File: src/rtl/ssd_pkg.sv
`default_nettype none
// +----------------------------------------------------------------------------+
// | ssd_pkg : shared types and round-robin helper for the display arbiter      |
// | Rev 1.0                                                                    |
// +----------------------------------------------------------------------------+
package ssd_pkg;

  typedef enum logic [1:0] {
    IDLE = 2'd0,
    HOLD = 2'd1,
    OPEN = 2'd2
  } arb_state_e;

  localparam int NO_OF_DIGITS = 8;
  localparam int MAX_REQ      = 8;

  // Returns {found, index} of the first set mask bit at or after start, wrapping at n.
  function automatic logic [3:0] rr_next(input logic [MAX_REQ-1:0] mask,
                                         input logic [2:0]         start,
                                         input int                 n);
    logic [3:0] r;
    int         j;
    r = '0;
    for (int i = MAX_REQ - 1; i >= 0; i--) begin
      if (i < n) begin
        j = int'(start) + i;
        if (j >= n) j = j - n;
        if (mask[j[2:0]]) r = {1'b1, j[2:0]};
      end
    end
    return r;
  endfunction

endpackage
`default_nettype wire

File: src/rtl/rr_pick.sv
`default_nettype none
// +----------------------------------------------------------------------------+
// | rr_pick : combinational round-robin selector (one-hot grant plus index)    |
// | Rev 1.0                                                                    |
// +----------------------------------------------------------------------------+
module rr_pick
  import ssd_pkg::*;
#(
  parameter int N = 4,
  localparam int IW = (N > 1) ? $clog2(N) : 1
) (
  input  logic [N-1:0]  i_req,
  input  logic [IW-1:0] i_start,
  output logic [N-1:0]  o_gnt,
  output logic [IW-1:0] o_idx,
  output logic          o_any
);

  logic [MAX_REQ-1:0] w_mask;
  logic [2:0]         w_start;
  logic [3:0]         w_pick;

  always_comb begin
    w_mask        = '0;
    w_mask[N-1:0] = i_req;
    w_start       = 3'(i_start);
    w_pick        = rr_next(w_mask, w_start, N);
    o_any         = w_pick[3];
    o_idx         = IW'(w_pick[2:0]);
    o_gnt         = '0;
    if (w_pick[3]) o_gnt[IW'(w_pick[2:0])] = 1'b1;
  end

endmodule
`default_nettype wire

File: src/rtl/ssd_display_arbiter.sv
`default_nettype none
// +----------------------------------------------------------------------------+
// | ssd_display_arbiter : round-robin owner of the 8-digit display with hold   |
// | Rev 1.0                                                                    |
// +----------------------------------------------------------------------------+
module ssd_display_arbiter
  import ssd_pkg::*;
#(
  parameter int DW          = 32,
  parameter int NREQ        = 4,
  parameter int HOLD_CYCLES = 50000000,
  localparam int SRC_W      = $clog2(NREQ)
) (
  input  logic               clk,
  input  logic               reset,
  input  logic [NREQ-1:0]    req_valid_i,
  input  logic [NREQ*DW-1:0] req_data_i,
  output logic [NREQ-1:0]    req_ack_o,
  input  logic               freeze_i,
  output logic [DW-1:0]      disp_data_o,
  output logic               disp_valid_o,
  output logic [SRC_W-1:0]   disp_src_o,
  output logic               hold_done_o
);

  localparam int            CW     = $clog2(HOLD_CYCLES + 1);
  localparam logic [CW-1:0] C_LAST = CW'(HOLD_CYCLES - 1);

  arb_state_e        r_state,     w_state;
  logic [CW-1:0]     r_cnt,       w_cnt;
  logic [SRC_W-1:0]  r_ptr,       w_ptr;
  logic [SRC_W-1:0]  r_src,       w_src;
  logic [DW-1:0]     r_data,      w_data;
  logic              r_valid,     w_valid;
  logic [NREQ-1:0]   r_ack,       w_ack;
  logic              r_hold_done, w_hold_done;

  logic [NREQ-1:0]   w_owner_oh;
  logic [NREQ-1:0]   w_pick_mask;
  logic [SRC_W-1:0]  w_pick_start;
  logic [NREQ-1:0]   w_gnt;
  logic [SRC_W-1:0]  w_idx;
  logic              w_any;
  logic              w_expiring;
  logic              w_eligible;

  always_comb begin
    w_owner_oh        = '0;
    w_owner_oh[r_src] = 1'b1;
  end

  // Idle arbitration starts at the pointer itself; takeover searches past the owner.
  assign w_pick_mask  = (r_state == IDLE) ? req_valid_i : (req_valid_i & ~w_owner_oh);
  assign w_pick_start = (r_state == IDLE)                ? r_ptr :
                        (r_ptr == SRC_W'(NREQ - 1))      ? '0    : r_ptr + 1'b1;

  rr_pick #(.N(NREQ)) u_rr_pick (
    .i_req   (w_pick_mask),
    .i_start (w_pick_start),
    .o_gnt   (w_gnt),
    .o_idx   (w_idx),
    .o_any   (w_any)
  );

  // The final hold cycle already counts as eligible, so a waiting source
  // takes over exactly HOLD_CYCLES after the previous grant.
  assign w_expiring = (r_state == HOLD) && (r_cnt == C_LAST);
  assign w_eligible = (r_state == OPEN) || w_expiring;

  always_comb begin
    w_state     = r_state;
    w_cnt       = r_cnt;
    w_ptr       = r_ptr;
    w_src       = r_src;
    w_data      = r_data;
    w_valid     = r_valid;
    w_ack       = '0;
    w_hold_done = r_hold_done;
    case (r_state)
      IDLE: begin
        if (w_any) begin
          w_state     = HOLD;
          w_cnt       = '0;
          w_ptr       = w_idx;
          w_src       = w_idx;
          w_data      = req_data_i[w_idx*DW +: DW];
          w_valid     = 1'b1;
          w_ack       = w_gnt;
          w_hold_done = 1'b0;
        end
      end
      HOLD, OPEN: begin
        if (w_eligible && !freeze_i && w_any) begin
          w_state     = HOLD;
          w_cnt       = '0;
          w_ptr       = w_idx;
          w_src       = w_idx;
          w_data      = req_data_i[w_idx*DW +: DW];
          w_ack       = w_gnt;
          w_hold_done = 1'b0;
        end else begin
          if (req_valid_i[r_src]) begin
            w_data = req_data_i[r_src*DW +: DW];
            w_ack  = w_owner_oh;
          end
          if (r_state == HOLD) begin
            if (w_expiring) begin
              w_state     = OPEN;
              w_hold_done = 1'b1;
            end else begin
              w_cnt = r_cnt + 1'b1;
            end
          end
        end
      end
      default: w_state = IDLE;
    endcase
  end

  always_ff @(posedge clk or negedge reset) begin
    if (!reset) begin
      r_state     <= IDLE;
      r_cnt       <= '0;
      r_ptr       <= '0;
      r_src       <= '0;
      r_data      <= '0;
      r_valid     <= 1'b0;
      r_ack       <= '0;
      r_hold_done <= 1'b0;
    end else begin
      r_state     <= w_state;
      r_cnt       <= w_cnt;
      r_ptr       <= w_ptr;
      r_src       <= w_src;
      r_data      <= w_data;
      r_valid     <= w_valid;
      r_ack       <= w_ack;
      r_hold_done <= w_hold_done;
    end
  end

  assign req_ack_o    = r_ack;
  assign disp_data_o  = r_data;
  assign disp_valid_o = r_valid;
  assign disp_src_o   = r_src;
  assign hold_done_o  = r_hold_done;

endmodule
`default_nettype wire
File: config.mk
export PLATFORM = sky130hd
export DESIGN_NAME = ssd_display_arbiter
export DESIGN_NICKNAME = d
export VERILOG_FILES = /design/src/rtl/ssd_pkg.sv /design/src/rtl/rr_pick.sv /design/src/rtl/ssd_display_arbiter.sv
export SDC_FILE = /design/constraint.sdc
export NUM_CORES = 1
export LEC_CHECK = 0
export ABC_AREA = 1
export CORE_MARGIN = 3
export CORE_UTILIZATION = 54
export DETAILED_ROUTE_END_ITERATION = 6
export PLACE_DENSITY_LB_ADDON = 0.2
export SLEW_MARGIN = 5
export SYNTH_ARGS = -nofsm -noshare
export SYNTH_HDL_FRONTEND = slang
export SYNTH_SLANG_ARGS = --single-unit
File: constraint.sdc
create_clock -name clk -period 10.28 [get_ports clk]
set_clock_uncertainty 0.1 [all_clocks]
set_input_delay 2.57 -clock clk [delete_from_list [all_inputs] [get_ports clk]]
set_output_delay 2.57 -clock clk [all_outputs]
set_load 0.1 [all_outputs]
# Yosys cells after proc, flatten, opt, wreduce, memory -nomap -nowiden
# Cells that the tools add are included.
classes:
  n_addsub: 9
  order_cmp: 12
  eq_ne: 10
  shift: 2
  n_mux: 52
  n_bitwise: 2
  reduce_logical: 16
op_table:
  columns: ["operator", "count"]
  rows:
  - ["variable part select 128 x 8 -> 32 bit", 2]
  - ["two-way mux 26 bit", 4]
  - ["greater-or-equal comparator 32 x 4 -> 1 bit, second input constant", 3]
  - ["two-way mux 32 bit", 3]
  - ["one-hot mux 32 bit (2 select lines)", 1]
  - ["one-hot mux 26 bit (2 select lines)", 1]
  - ["two-way mux 4 bit", 9]
  - ["adder 26 x 1 -> 26 bit, second input constant", 1]
  - ["== test 26 bit, second input constant", 1]
  - ["less-than comparator 3 x 4 -> 1 bit, second input constant", 4]
  - ["two-way mux 2 bit", 8]
  - ["binary-select mux 1 bit (select 3 bit)", 4]
  - ["two-way mux 3 bit", 4]
  - ["!= test 3 bit, second input constant", 4]
  - ["two-way mux 1 bit", 11]
  - ["AND reduction 3 bit", 3]
  - ["subtractor 3 bit, second input constant", 3]
  - ["one-hot mux 2 bit (2 select lines)", 2]
  - ["one-hot mux 4 bit (2 select lines)", 1]
  - ["AND reduction 4 bit", 2]
  - ["adder 2 x 2 -> 3 bit, second input constant", 2]
  - ["less-than comparator 2 x 3 -> 1 bit, second input constant", 2]
  - ["logical AND 1 bit", 5]
  - ["bitwise AND 4 bit", 1]
  - ["19 further kinds", 22]
word_totals:
  register_bits: 68
  input_bits: 135
  wordCells: 110

# Depth between registers and ports, before layout
logic_depth:
  depth_word: 20
  depth_mapped: 25
  mapped_depth_nobuf: 21

# Modules after synthesis
# From an unflattened synthesis, not the netlist that was laid out.
unflattened:
  cells_unflattened: 1177
  hier_area_um2: 6705.2
by_module_without_submodules:
  columns: ["module", "n_inst", "cells_each", "area_each_um2", "seq_area_each_um2"]
  rows:
  - ["ssd_display_arbiter", 1, 1123, 6447.4, 1701.6]
  - ["rr_pick", 1, 54, 257.7, 0.0]

# Worst setup path before layout
# No wires, ideal clock.
synth_timing:
  kind: "input -> register"
  from: "input port req_valid_i[2]"
  to: "register r_data[0] (netlist: disp_data_o[0])"
  setup_time_ns: 0.120
  arrival_ns: 3.892
  required_time_ns: 10.060
  slack_ns: 6.169
  stages: 16
  n_path_buf: 2
  cell_sequence: "nand2_1 nand3_1 nand2_1 nand2_1 inv_2 nand3_2 nand2_2 inv_2 nand2_4 nand2_4 nand3_4 and2_1 buf_4 buf_6 nand2_1 nand2_1"
synth_between:
  elab_chain_cells: 11
  word_cells_on_any_way: 24
synth_lines:
  columns: ["item", "line", "rtl"]
  rows:
  - ["start: declaration", "ssd_display_arbiter.sv:16", "input logic [NREQ-1:0] req_valid_i,"]
  - ["bitwise AND 4 bit", "ssd_display_arbiter.sv:53", "assign w_pick_mask = (r_state == IDLE) ? req_valid_i : (req_valid_i & ~w_owner_oh);"]
  - ["two-way mux 4 bit", "ssd_display_arbiter.sv:53", null]
  - ["binary-select mux 1 bit (select 3 bit)", "ssd_pkg.sv:28", "if (mask[j[2:0]]) r = {1'b1, j[2:0]};"]
  - ["two-way mux 1 bit (not written as such)", "ssd_pkg.sv:28", null]
  - ["two-way mux 4 bit (4 in a row)", "ssd_pkg.sv:28", null]
  - ["variable part select 128 x 8 -> 32 bit or logical AND 1 bit (tied branches)", "ssd_display_arbiter.sv:86, ssd_display_arbiter.sv:98, ssd_display_arbiter.sv:93", null]
  - ["two-way mux 32 bit, or another cell as far along", "ssd_display_arbiter.sv:93", "if (w_eligible && !freeze_i && w_any) begin"]
  - ["one-hot mux 32 bit (2 select lines) or AND reduction 3 bit (tied branches)", null, null]
  - ["end signal: assignment", "ssd_display_arbiter.sv:135", "r_data <= w_data;"]
  - ["end: declaration", "ssd_display_arbiter.sv:33", "logic [DW-1:0] r_data, w_data;"]
# Parallel ways exist; a longest one is shown, timed or not. The select of a mux whose other input is x is not followed.
# A chain may end at the register's enable or synchronous reset.

# Final worst setup path
layout_timing:
  from: "input port req_valid_i[2]"
  to: "register r_cnt[4]"
layout_between:
  elab_chain_cells: 11
  word_cells_on_any_way: 21
layout_lines:
  columns: ["item", "line", "rtl"]
  rows:
  - ["bitwise AND 4 bit", "ssd_display_arbiter.sv:53", null]
  - ["two-way mux 4 bit *", "ssd_display_arbiter.sv:53", null]
  - ["binary-select mux 1 bit (select 3 bit)", "ssd_pkg.sv:28", null]
  - ["two-way mux 1 bit (not written as such)", "ssd_pkg.sv:28", null]
  - ["two-way mux 4 bit (3 in a row)", "ssd_pkg.sv:28", null]
  - ["two-way mux 4 bit *", "ssd_pkg.sv:28", null]
  - ["logical AND 1 bit", "ssd_display_arbiter.sv:93", null]
  - ["!= test 3 bit (no line) or two-way mux 26 bit (tied branches)", null, null]
  - ["AND reduction 4 bit (no line) or one-hot mux 26 bit (2 select lines) (tied branches)", null, null]
  - ["end signal: assignment", "ssd_display_arbiter.sv:132", "r_cnt <= w_cnt;"]
  - ["end: declaration", "ssd_display_arbiter.sv:30", "logic [CW-1:0] r_cnt, w_cnt;"]
# Every way passes the cells marked *; elsewhere a longest branch is shown, timed or not. The select of a mux whose other input is x is not followed.

==> key figures <==
Worst setup path
  • Type of the setup path with the least slack: in -> reg
  • Startpoint type of the worst setup path: primary input
  • Worst-path maximum fanout: between 50 and 60
  • Data arrival time of the critical path: 5950 ps
  • Setup crit end kind: flop
  • Required time of the critical path: roughly 10000 ps

Clock network
  • CTS tree: built
  • Clock latency of the later-clocked register in the worst-skew pair: 340 ps
  • Clock tree buffer depth: 2
  • Count of cells resized by post-cts repair: 0
  • Num CTS Buffers: 9
  • Hold-fix buffers at CTS: 0
  • Buffers inserted by post-CTS timing repair: 0
  • Number of clock sinks: 68
  • Number of H-tree branching levels: 3
  • Clock transition time at the flip-flop clock pins of the worst setup and hold paths: 60 ps
  • Master cell of the clock root buffer: sky130_fd_sc_hd__clkbuf_16

Route
  • Post-detailed-route wirelength per cell: 15.98 um
  • Antenna Nets Post-Route: 0
  • Length of the first detailed-routing pass in iterations: 7
  • Total number of vias: a little over 8k
  • Drt initial violations: about 1.1k
  • Vias per Instance: 5.708
  • DRC violations left: 1
  • Total wire length: 22630 um

Placement
  • Last weighted congestion value of the routability-driven placer: slightly above 0.9
  • Number of placed instances with taps included: 1400
  • Post-DP HPWL: 15150 um
  • Cell Area, Placed: 0.008244 mm^2
  • Buffers added on ports: 174

Yosys
  • Syn_nets: around 1.3k
  • Yosys warning count: 0
  • Flip-flop and latch count after synthesis: between 60 and 70
  • Number of cells produced by synthesis: ~1.1k
  • Ranking of synthesized cells by area: sky130_fd_sc_hd__dfrtp_1 26%, sky130_fd_sc_hd__nand2_1 18%, sky130_fd_sc_hd__nor2_1 9.6%, sky130_fd_sc_hd__nand3_1 8.0%, sky130_fd_sc_hd__a21oi_1 7.6%
  • Largest area contributor in the synthesized netlist: sky130_fd_sc_hd__dfrtp_1
  • Average size of a mapped cell: 5.765 um^2
  • Share of the yosys chip area belonging to registers: 25.78%
  • Post-synth cell types: 31
  • Post-synth top area share: between 20 and 30%
  • Cell area after synthesis: 0.006601 mm^2

Timing
  • Setup violation total in the final timing report: 0
  • Unrepaired setup endpoints after global routing: no
  • Clock period minus final worst setup slack: 5814 ps
  • Transition time of the tightest slew-check pin: 1160 ps
  • Max-slew violations: 0
  • Total count of hold-check failures in the final report: 0
  • Setup TNS Final: 0 ps
  • Final period util: 56.56%
  • Remaining max-slew budget at the tightest pin: 22.66%
  • Highest clock frequency the design can meet: approximately 0.17 GHz

Finish
  • Final design area excluding fillers: 0.008556 mm^2
  • N_diodes: 0
  • Share of cells above drive strength 1: between 3 and 4%
  • Area growth syn-to-layout: 29.61%
  • Count of non-filler cells in the finished layout: 1416
  • Post-layout nets: 1413
  • # fillers: 999

Die
  • Row Count: 39
  • Starting utilization of the core area: between 50% and 60%
  • Total core area: 0.01166 mm^2
  • DIE HEIGHT: 116.6 um
  • Count of boundary I/O pins: 175
  • Die area: 0.01359 mm^2
  • Die width: 116.6 um

Run
  • Max-Cap Viols: 0

GRT
  • Largest net degree at the start of global routing: 110
  • Vias in the first global route: approximately 7.4k
  • Antenna violations before repair: 0
  • Global-route wire length before repair: 35820 um
  • Total GRT Usage: 32.90%
  • Total grt overflow: 0

Hold path
  • Min-delay worst type: reg -> reg

Run status
  • Failing checks: DRC
  • Status: finished, violations left
## cell usage in the layout (no fill, tap or decap), types with 9 or more instances in the layout
cell / synthesis / layout
sky130_fd_sc_hd__nand2_1: 316 / 316
sky130_fd_sc_hd__clkdlybuf4s50_1: 0 / 173
sky130_fd_sc_hd__nor2_1: 168 / 168
sky130_fd_sc_hd__inv_1: 112 / 112
sky130_fd_sc_hd__nand3_1: 106 / 106
sky130_fd_sc_hd__a21oi_1: 100 / 100
sky130_fd_sc_hd__o21ai_0: 83 / 83
sky130_fd_sc_hd__dfrtp_1: 68 / 66
sky130_fd_sc_hd__nor3_1: 25 / 25
sky130_fd_sc_hd__nand4_1: 14 / 14
sky130_fd_sc_hd__xor2_1: 13 / 13
sky130_fd_sc_hd__o211ai_1: 9 / 9
sky130_fd_sc_hd__nor4_1: 9 / 9
sky130_fd_sc_hd__ha_1: 10 / 9
sky130_fd_sc_hd__clkbuf_16: 0 / 9
## layout make-up
| cell class | count | area [um^2] | area share, % |
|---|---|---|---|
| clock buffers | 11 | 252.7 | 2.954 |
| multi-input cells | 890 | 4126 | 48.23 |
| inverters | 118 | 442.9 | 5.177 |
| well taps | 143 | 178.9 | 2.091 |
| repair buffers | 181 | 1789 | 20.91 |
| flip-flops and latches | 68 | 1707 | 19.95 |
| clock inverters | 5 | 58.81 | 0.6873 |
## sequential cells by signal, summed over array words and instances, names as in the netlist
name and cells:
disp_data_o 32, r_cnt 26, req_ack_o 4, disp_src_o 2
r_state 2, disp_valid_o 1, hold_done_o 1
## metrics by stage
step / utilization [%] / setup slack [ps] / hold WS, ps
after CTS: 73.36 / 4511 / 380.8
after detailed placement: 70.69 / 4159 / 358.8
after global placement: 70.69 / 4239 / 362.9
after global routing: 73.36 / 4050 / 395.3
final: 73.36 / 4466 / 371.9
after floorplan: - / 6169 / 374.2
## per-layer routing
layer	track usage (%)	part of all wire [%]	wire length, um	up-vias
met1	41.69	40	9130	3609
met4	13.61	2.8	627	0
met3	6.166	11	2439	57
met5	0	0	0	-
met2	55.23	46	10430	498
li1	-	-	-	3918
## final timing paths
check                                          start                          end  slack, ps  depth (start not counted)
max in group asynchronous                      reset    disp_src_o[0]$_DFFE_PN0P_       7080                          2
setup reg to reg           disp_src_o[1]$_DFFE_PN0P_         r_cnt[4]$_DFFE_PN0P_       4770                         19
hold / removal              disp_valid_o$_DFFE_PN0P_     disp_valid_o$_DFFE_PN0P_        370                          1
hold reg to reg             disp_valid_o$_DFFE_PN0P_     disp_valid_o$_DFFE_PN0P_        370                          1
setup / recovery                      req_valid_i[2]         r_cnt[4]$_DFFE_PN0P_       4470                         15
min in group asynchronous                      reset  disp_data_o[15]$_DFFE_PN0P_       2310                          2
## cell usage after synthesis
library cell                 n
sky130_fd_sc_hd__nand2_1   316
sky130_fd_sc_hd__nor2_1    168
sky130_fd_sc_hd__inv_1     112
sky130_fd_sc_hd__nand3_1   106
sky130_fd_sc_hd__a21oi_1   100
sky130_fd_sc_hd__o21ai_0    83
sky130_fd_sc_hd__dfrtp_1    68
sky130_fd_sc_hd__clkbuf_1   30
sky130_fd_sc_hd__nor3_1     25
sky130_fd_sc_hd__buf_2      21
sky130_fd_sc_hd__nand4_1    14
sky130_fd_sc_hd__xor2_1     13
sky130_fd_sc_hd__ha_1       10
sky130_fd_sc_hd__nor4_1      9
sky130_fd_sc_hd__o211ai_1    9
sky130_fd_sc_hd__buf_1       8
sky130_fd_sc_hd__nand2_2     8
sky130_fd_sc_hd__xnor2_1     8
sky130_fd_sc_hd__o21ai_1     7
sky130_fd_sc_hd__inv_2       6
sky130_fd_sc_hd__buf_4       4
sky130_fd_sc_hd__buf_6       4
sky130_fd_sc_hd__nand2_4     4
sky130_fd_sc_hd__and2_1      2
sky130_fd_sc_hd__clkbuf_2    2
sky130_fd_sc_hd__nand3_2     2
sky130_fd_sc_hd__or2_1       2
sky130_fd_sc_hd__a21o_1      1
sky130_fd_sc_hd__and3b_1     1
sky130_fd_sc_hd__nand3_4     1
sky130_fd_sc_hd__o22ai_1     1
## cell families after synthesis
kind of cell / after synthesis / synth area share, %
buffers and inverters: 187 / 11.75
adder cells (fa/ha/maj): 10 / 1.895
flip-flops: 68 / 25.78
AND/OR/NAND/NOR: 658 / 42.15
XOR/XNOR: 21 / 2.786
AO/OA/AOI/OAI: 201 / 15.64
## worst max-delay path, cell delays in order
cell and delay, ps:
sky130_fd_sc_hd__clkdlybuf4s50_1 490, sky130_fd_sc_hd__nand2_1 100, sky130_fd_sc_hd__nand3_1 120, sky130_fd_sc_hd__nand2_1 60, sky130_fd_sc_hd__nand2_1 130, sky130_fd_sc_hd__inv_2 50
sky130_fd_sc_hd__nand3_2 110, sky130_fd_sc_hd__nand2_2 70, sky130_fd_sc_hd__inv_2 70, sky130_fd_sc_hd__nand2_4 300, sky130_fd_sc_hd__nand2_4 540, sky130_fd_sc_hd__nand2_1 130
sky130_fd_sc_hd__nand2_1 100, sky130_fd_sc_hd__nand3_2 630, sky130_fd_sc_hd__o21ai_0 450
Power is not shown: default switching activity piles up to over one toggle a cycle in this logic, so the estimate is an artifact.
